<file path="config.mk">
export PLATFORM = sky130hd
export DESIGN_NAME = jtag_ram_bridge
export DESIGN_NICKNAME = d
export VERILOG_FILES = /design/src/rtl/jtag_ram_bridge_pkg.sv /design/src/rtl/jtag_ram_bridge_strobe_sync.sv /design/src/rtl/jtag_ram_bridge.sv
export SDC_FILE = /design/constraint.sdc
export NUM_CORES = 1
export LEC_CHECK = 0
export CAP_MARGIN = 20
export CELL_PAD_IN_SITES_DETAIL_PLACEMENT = 1
export CELL_PAD_IN_SITES_GLOBAL_PLACEMENT = 1
export CORE_ASPECT_RATIO = 2
export CORE_MARGIN = 2
export CORE_UTILIZATION = 33
export CTS_CLUSTER_DIAMETER = 150
export CTS_CLUSTER_SIZE = 30
export DETAILED_ROUTE_END_ITERATION = 7
export GPL_TIMING_DRIVEN = 0
export PLACE_DENSITY = 0.86
export SLEW_MARGIN = 30
export SYNTH_ARGS = -nofsm -noshare
export SYNTH_HDL_FRONTEND = slang
export SYNTH_SLANG_ARGS = --single-unit
</file>
<file path="constraint.sdc">
create_clock -name clk -period 7.7 [get_ports clk]
set_input_delay 2.31 -clock clk [delete_from_list [all_inputs] [get_ports clk]]
set_output_delay 2.31 -clock clk [all_outputs]
set_load 0.05 [all_outputs]
</file>
<file path="src/rtl/jtag_ram_bridge_pkg.sv">
// Shared definitions for the JTAG-to-RAM bridge: default widths and FSM state encodings.
package jtag_ram_bridge_pkg;

   localparam int DR_LENGTH_DEF  = 32;
   localparam int ADDR_WIDTH_DEF = 14;
   localparam int SYNC_LEN_DEF   = 3;

   typedef enum logic [1:0] {
      IDLE      = 2'd0,
      WR_COMMIT = 2'd1,
      RD_ISSUE  = 2'd2,
      RD_WAIT   = 2'd3
   } bridge_state_t;

endpackage

</file>
<file path="src/rtl/jtag_ram_bridge_strobe_sync.sv">
// Strobe synchronizer: SYNC_LEN flop chain plus a history flop for rising-edge detection.
// All flops reset to 1 so a strobe already high at reset release gives no edge.
module jtag_ram_bridge_strobe_sync
   import jtag_ram_bridge_pkg::*;
#(
   parameter int SYNC_LEN = SYNC_LEN_DEF
) (
   input  logic clk,
   input  logic reset,
   input  logic strobe,
   output logic rise
);

   logic [SYNC_LEN-1:0] sync_r;
   logic                hist_r;

   // shift the raw strobe through the chain and keep one stage of history
   always_ff @(posedge clk or posedge reset) begin
      if (reset) begin
         sync_r <= {SYNC_LEN{1'b1}};
         hist_r <= 1'b1;
      end else begin
         sync_r <= {sync_r[SYNC_LEN-2:0], strobe};
         hist_r <= sync_r[SYNC_LEN-1];
      end
   end

   assign rise = sync_r[SYNC_LEN-1] & ~hist_r;

endmodule

</file>
<file path="src/rtl/jtag_ram_bridge.sv">
// Bridge between quasi-static JTAG registers (TCK domain) and a dual-port block RAM (clk domain).
// Optional write checksum on csum enabled by defining BRIDGE_CSUM_EN.
module jtag_ram_bridge
   import jtag_ram_bridge_pkg::*;
#(
   parameter int DR_LENGTH  = DR_LENGTH_DEF,
   parameter int ADDR_WIDTH = ADDR_WIDTH_DEF,
   parameter int SYNC_LEN   = SYNC_LEN_DEF
) (
   input  logic                  clk,
   input  logic                  reset,
   input  logic                  wram_enable,
   input  logic                  rram_enable,
   input  logic [DR_LENGTH-1:0]  waddr_in,
   input  logic [DR_LENGTH-1:0]  raddr_in,
   input  logic [DR_LENGTH-1:0]  wdata_in,
   output logic [DR_LENGTH-1:0]  rdata_out,
   output logic                  ram_we,
   output logic [ADDR_WIDTH-1:0] ram_waddr,
   output logic [DR_LENGTH-1:0]  ram_wdata,
   output logic [ADDR_WIDTH-1:0] ram_raddr,
   input  logic [DR_LENGTH-1:0]  ram_rdata,
   output logic                  busy,
   output logic [DR_LENGTH-1:0]  csum
);

   localparam int BURST_BIT = DR_LENGTH - 1;
   localparam logic [ADDR_WIDTH-1:0] ADDR_ONE = {{(ADDR_WIDTH-1){1'b0}}, 1'b1};

   bridge_state_t         state_r, state_s;
   logic                  wr_rise_s, rd_rise_s, wr_req_s, rd_req_s;
   logic                  wr_pend_r, rd_pend_r, wr_pend_s, rd_pend_s;
   logic [ADDR_WIDTH-1:0] wptr_r, rptr_r, wr_addr_r, rd_addr_r;
   logic [ADDR_WIDTH-1:0] wr_addr_new_s, rd_addr_new_s, wr_addr_sel_s, rd_addr_sel_s;
   logic [DR_LENGTH-1:0]  wr_data_r, wr_data_sel_s, rdata_r, ram_wdata_r;
   logic [ADDR_WIDTH-1:0] ram_waddr_r, ram_raddr_r;
   logic                  ram_we_r, busy_r;
   logic                  unused_s;

   jtag_ram_bridge_strobe_sync #(.SYNC_LEN(SYNC_LEN)) u_wr_sync (
      .clk(clk), .reset(reset), .strobe(wram_enable), .rise(wr_rise_s));
   jtag_ram_bridge_strobe_sync #(.SYNC_LEN(SYNC_LEN)) u_rd_sync (
      .clk(clk), .reset(reset), .strobe(rram_enable), .rise(rd_rise_s));

   assign unused_s = ^{waddr_in[DR_LENGTH-2:ADDR_WIDTH], raddr_in[DR_LENGTH-2:ADDR_WIDTH]};

   // a pending request carries the address/data captured when its edge arrived
   assign wr_addr_new_s = waddr_in[BURST_BIT] ? wptr_r : waddr_in[ADDR_WIDTH-1:0];
   assign rd_addr_new_s = raddr_in[BURST_BIT] ? rptr_r : raddr_in[ADDR_WIDTH-1:0];
   assign wr_addr_sel_s = wr_pend_r ? wr_addr_r : wr_addr_new_s;
   assign wr_data_sel_s = wr_pend_r ? wr_data_r : wdata_in;
   assign rd_addr_sel_s = rd_pend_r ? rd_addr_r : rd_addr_new_s;
   assign wr_req_s      = wr_rise_s | wr_pend_r;
   assign rd_req_s      = rd_rise_s | rd_pend_r;

   // next-state and pending-flag logic; write wins over a simultaneous read
   always_comb begin
      state_s   = state_r;
      wr_pend_s = wr_pend_r;
      rd_pend_s = rd_pend_r;
      case (state_r)
         IDLE: begin
            if (wr_req_s) begin
               state_s   = WR_COMMIT;
               wr_pend_s = 1'b0;
               rd_pend_s = rd_req_s;
            end else if (rd_req_s) begin
               state_s   = RD_ISSUE;
               wr_pend_s = 1'b0;
               rd_pend_s = 1'b0;
            end else begin
               state_s   = IDLE;
               wr_pend_s = 1'b0;
               rd_pend_s = 1'b0;
            end
         end
         WR_COMMIT: begin
            wr_pend_s = wr_pend_r | wr_rise_s;
            rd_pend_s = 1'b0;
            if (rd_req_s) begin
               state_s = RD_ISSUE;
            end else begin
               state_s = IDLE;
            end
         end
         RD_ISSUE: begin
            state_s   = RD_WAIT;
            wr_pend_s = wr_pend_r | wr_rise_s;
            rd_pend_s = rd_pend_r | rd_rise_s;
         end
         RD_WAIT: begin
            state_s   = IDLE;
            wr_pend_s = wr_pend_r | wr_rise_s;
            rd_pend_s = rd_pend_r | rd_rise_s;
         end
         default: begin
            state_s   = IDLE;
            wr_pend_s = 1'b0;
            rd_pend_s = 1'b0;
         end
      endcase
   end

   // control state: FSM, pending flags, request capture and burst pointers
   always_ff @(posedge clk or posedge reset) begin
      if (reset) begin
         state_r   <= IDLE;
         wr_pend_r <= 1'b0;
         rd_pend_r <= 1'b0;
         wr_addr_r <= {ADDR_WIDTH{1'b0}};
         wr_data_r <= {DR_LENGTH{1'b0}};
         rd_addr_r <= {ADDR_WIDTH{1'b0}};
         wptr_r    <= {ADDR_WIDTH{1'b0}};
         rptr_r    <= {ADDR_WIDTH{1'b0}};
      end else begin
         state_r   <= state_s;
         wr_pend_r <= wr_pend_s;
         rd_pend_r <= rd_pend_s;
         if (wr_rise_s && !wr_pend_r) begin
            wr_addr_r <= wr_addr_new_s;
            wr_data_r <= wdata_in;
         end
         if (rd_rise_s && !rd_pend_r) begin
            rd_addr_r <= rd_addr_new_s;
         end
         if (state_r == WR_COMMIT) begin
            wptr_r <= ram_waddr_r + ADDR_ONE;
         end
         if (state_r == RD_ISSUE) begin
            rptr_r <= ram_raddr_r + ADDR_ONE;
         end
      end
   end

   // registered RAM-side and JTAG-side outputs
   always_ff @(posedge clk or posedge reset) begin
      if (reset) begin
         ram_we_r    <= 1'b0;
         ram_waddr_r <= {ADDR_WIDTH{1'b0}};
         ram_wdata_r <= {DR_LENGTH{1'b0}};
         ram_raddr_r <= {ADDR_WIDTH{1'b0}};
         rdata_r     <= {DR_LENGTH{1'b0}};
         busy_r      <= 1'b0;
      end else begin
         ram_we_r <= (state_s == WR_COMMIT);
         busy_r   <= (state_s != IDLE);
         if (state_s == WR_COMMIT) begin
            ram_waddr_r <= wr_addr_sel_s;
            ram_wdata_r <= wr_data_sel_s;
         end
         if (state_s == RD_ISSUE) begin
            ram_raddr_r <= rd_addr_sel_s;
         end
         if (state_r == RD_WAIT) begin
            rdata_r <= ram_rdata;
         end
      end
   end

`ifdef BRIDGE_CSUM_EN
   logic [DR_LENGTH-1:0] csum_r;

   // running modulo-2^DR_LENGTH sum of committed write data
   always_ff @(posedge clk or posedge reset) begin
      if (reset) begin
         csum_r <= {DR_LENGTH{1'b0}};
      end else if (ram_we_r) begin
         csum_r <= csum_r + ram_wdata_r;
      end
   end

   assign csum = csum_r;
`else
   assign csum = {DR_LENGTH{1'b0}};
`endif

   assign ram_we    = ram_we_r;
   assign ram_waddr = ram_waddr_r;
   assign ram_wdata = ram_wdata_r;
   assign ram_raddr = ram_raddr_r;
   assign rdata_out = rdata_r;
   assign busy      = busy_r;

endmodule

</file>
==> reports/metrics.yaml <==
globalRouteMet1Util: 0.192
fmaxAchievable_ghz: 0.240
p_sw_frac: 0.456
drt-pass1-iter-count: 4
cap_violations: 0
finalSetupTns_ns: 0
cpLargestDelayFamily: "buffers and inverters"
cts.clk_slew.worst_paths_ns: 0.07
yosysTopAreaCell: "dfrtp_1"
postRouteAntennaNets: 0
grtUsageMet3: 0.0425
num_rows: 83
cp-start-kind: "register"
end_kind: "primary output"
worst_ep_arrival_time_ns: 1.86
dp_cells: 1321
cp_cell_sequence: "clkdlybuf4s50_1"
seqCellArea_um2: 4860
leakage_nw: 5.05
p_switching_mw: 2.56
pwr-share-seq: 0.334
timing.hold.ws_ns: 0.357
synth_warnings: 0
ctsResizeCount: 0
drive_above_1_share: 0.193
io_pins: 258
routed_wl_mm: 25.6
htree_levels: 4
design.core.area_um2: 25700
startpoint: "ram_waddr[3]"
synth_top_area_share: 0.543
crit_fanout: 7
multi_input_area_um2: 3340
nNetsFinal: 1134
numClockSinks: 194
routed_via_density: 4.80
critPathMaxStageDelay_ns: 0.87
post_synth_num_cell_types: 35
status: "complete, no violations"
diodes: 0
synthTopCellsByArea: "dfrtp_1 (54%), mux2_2 (10%), mux2i_1 (7.4%)"
avgSynthCellArea_um2: 11.3
initial_core_util: 0.334
syn_inst: 759
setup_viol_count_final: 0
cellPowerDensity_nw_per_um2: 481
rsz0062_at_grt: "false"
grt_use_total: 0.195
r2r_start: "u_wr_sync.sync_r[2]"
yosysSeqAreaShare: 0.567
grt_max_degree: 86
cts_tree: "yes"
syn2layout_area_growth_pct: 36.2
hp-class: "reg -> reg"
layout_min_cycle_time_ns: 4.17
use_met2: 0.378
grt_pass1_vias: 7302
holdCritStartpoint: "u_rd_sync.sync_r[1]"
drtIter0Drc: 222
post-route-period-util: 0.541
numCtsBuffers: 17
worstSetupPathType: "reg -> out"
worstSkewPairLatency_ns: 0.46
cp.required_ns: 5.39
critPathSlowestCell: "clkdlybuf4s50_1"
synth-seq-cells: 194
antenna_found_initial: 0
hold_viol_final: 0
portBuffers: 189
clockBufferDepth: 2
timing.slew.headroom: 0.453
die_h_um: 232
grt_remaining_overflow: 0
clockPowerShare: 0.167
cp_num_buf_inv: 1
pwr-share-comb: 0.499
top_usage_layer: "met2"
drc_errors: 0
die_area_um2: 27400
fin_cells: 1353
peakVddDrop_uv: 253
tightest_slew_ns: 0.820
fill_cells: 2855
grt_pass1_wl_mm: 40.6
post-dp-hpwl_mm: 18.9
dp_slack_ns: 4.03
synth_area_um2: 8570
routabilityCongestion: 0.840
routedWlPerCell_um: 18.9
skew_ns: 0.00749
postCtsSetupBuffers: 0
vias: 6492
cts_hold_buf: 0
die_w_um: 118
fin_ws_ns: 3.53
cts-root-buf: "clkbuf_16"
internal_power_mw: 3.05
finalMaxSlewViolations: 0
[synthesized netlist by cell type, drive strengths merged]
master,instances
dfstp,8
o21ai,84
nor3,7
and3,1
inv,9
o21a,1
nor2b,1
nand3,8
xnor2,21
dfrtp,186
a21oi,47
clkbuf,12
mux2,77
xor2,3
nor3b,2
mux2i,63
nand2,92
conb,1
or2,1
ha,2
nor4,7
nor2,55
nand4,5
buf,63
nand2b,3
[sequential cells by signal, summed over array words and instances (netlist names), 3 cells and up]
signal / count
rdata_out: 32
wr_data_r: 32
u_wr_sync.sync_r: 3
rptr_r: 14
wptr_r: 14
u_rd_sync.sync_r: 3
wr_addr_r: 14
rd_addr_r: 14
ram_wdata: 32
ram_raddr: 14
ram_waddr: 14
[per-stage QoR]
step	area (um2)	utilization	power [mW]
after floorplan	8690	-	3.70
after global placement	11000	0.429	4.57
after detailed placement	11100	0.432	4.70
after CTS	11700	0.455	5.68
after global routing	11700	0.455	5.93
final	11700	0.455	5.62
[routing by layer]
metal,part of all wire,vias up
met4,0.036,0
met2,0.58,154
met1,0.35,3297
met5,0,-
li1,-,2990
met3,0.038,51
[final timing paths]
path	endpoint	slack (ns)	depth (start not counted)
max in group asynchronous	ram_wdata[21]	4.73	3
hold / removal	u_rd_sync.sync_r[2]	0.36	0
setup / recovery	ram_waddr[3]	3.53	1
setup reg to reg	wr_addr_r[5]	5.80	5
min in group asynchronous	rdata_out[3]	2.21	2
hold reg to reg	u_rd_sync.sync_r[2]	0.36	0
[power by group through the flow]
stage	combinational, mW	sequential [mW]	clock (mW)
global route	3.00	1.94	0.995
floorplan	1.06	2.64	0
detailed placement	2.82	1.88	0
finish	2.80	1.87	0.937
CTS	2.84	1.87	0.964
global placement	2.73	1.85	0
[cell families (layout without fill, tap and decap cells)]
kind of cell / after synthesis / after routing / synth area share
other: 1 / 32 / 0.000437
buffers and inverters: 84 / 307 / 0.0569
multiplexers: 140 / 140 / 0.175
flip-flops: 194 / 194 / 0.567
AND/OR/NAND/NOR: 182 / 182 / 0.0932
XOR/XNOR: 24 / 24 / 0.0245
AO/OA/AOI/OAI: 132 / 132 / 0.0800
adder cells (fa/ha/maj): 2 / 2 / 0.00292
[cell type report]
class                   instances  area share
clock inverters                15      0.0156
clock buffers                  17      0.0364
repair buffers                191       0.167
inverters                       9     0.00354
plain buffers                  75      0.0389
well taps                     340      0.0364
flip-flops and latches        194       0.417
multi-input cells             512       0.286
[cells in the final DEF, fill, tap and decap left out, types with 2 or more instances in the layout]
| master | count |
|---|---|
| clkinv_4 | 3 |
| buf_4 | 35 |
| a21oi_1 | 45 |
| o21ai_0 | 73 |
| clkbuf_1 | 12 |
| dfstp_2 | 8 |
| nor2_1 | 55 |
| clkinvlp_4 | 4 |
| conb_1 | 32 |
| ha_1 | 2 |
| buf_16 | 2 |
| xor2_1 | 3 |
| nor3_1 | 6 |
| nand2_1 | 92 |
| nand2b_1 | 3 |
| nor4_1 | 6 |
| o21ai_1 | 7 |
| buf_2 | 27 |
| clkdlybuf4s50_1 | 189 |
| a21oi_2 | 2 |
| nand3_1 | 6 |
| inv_6 | 3 |
| clkinv_2 | 2 |
| dfrtp_1 | 186 |
| mux2i_1 | 63 |
| nand3_2 | 2 |
| bufinv_16 | 3 |
| mux2_2 | 77 |
| nand4_1 | 4 |
| xnor2_1 | 21 |
| clkbuf_16 | 17 |
| inv_1 | 8 |
| o21ai_2 | 4 |
Power figures use the tool's default switching activity.
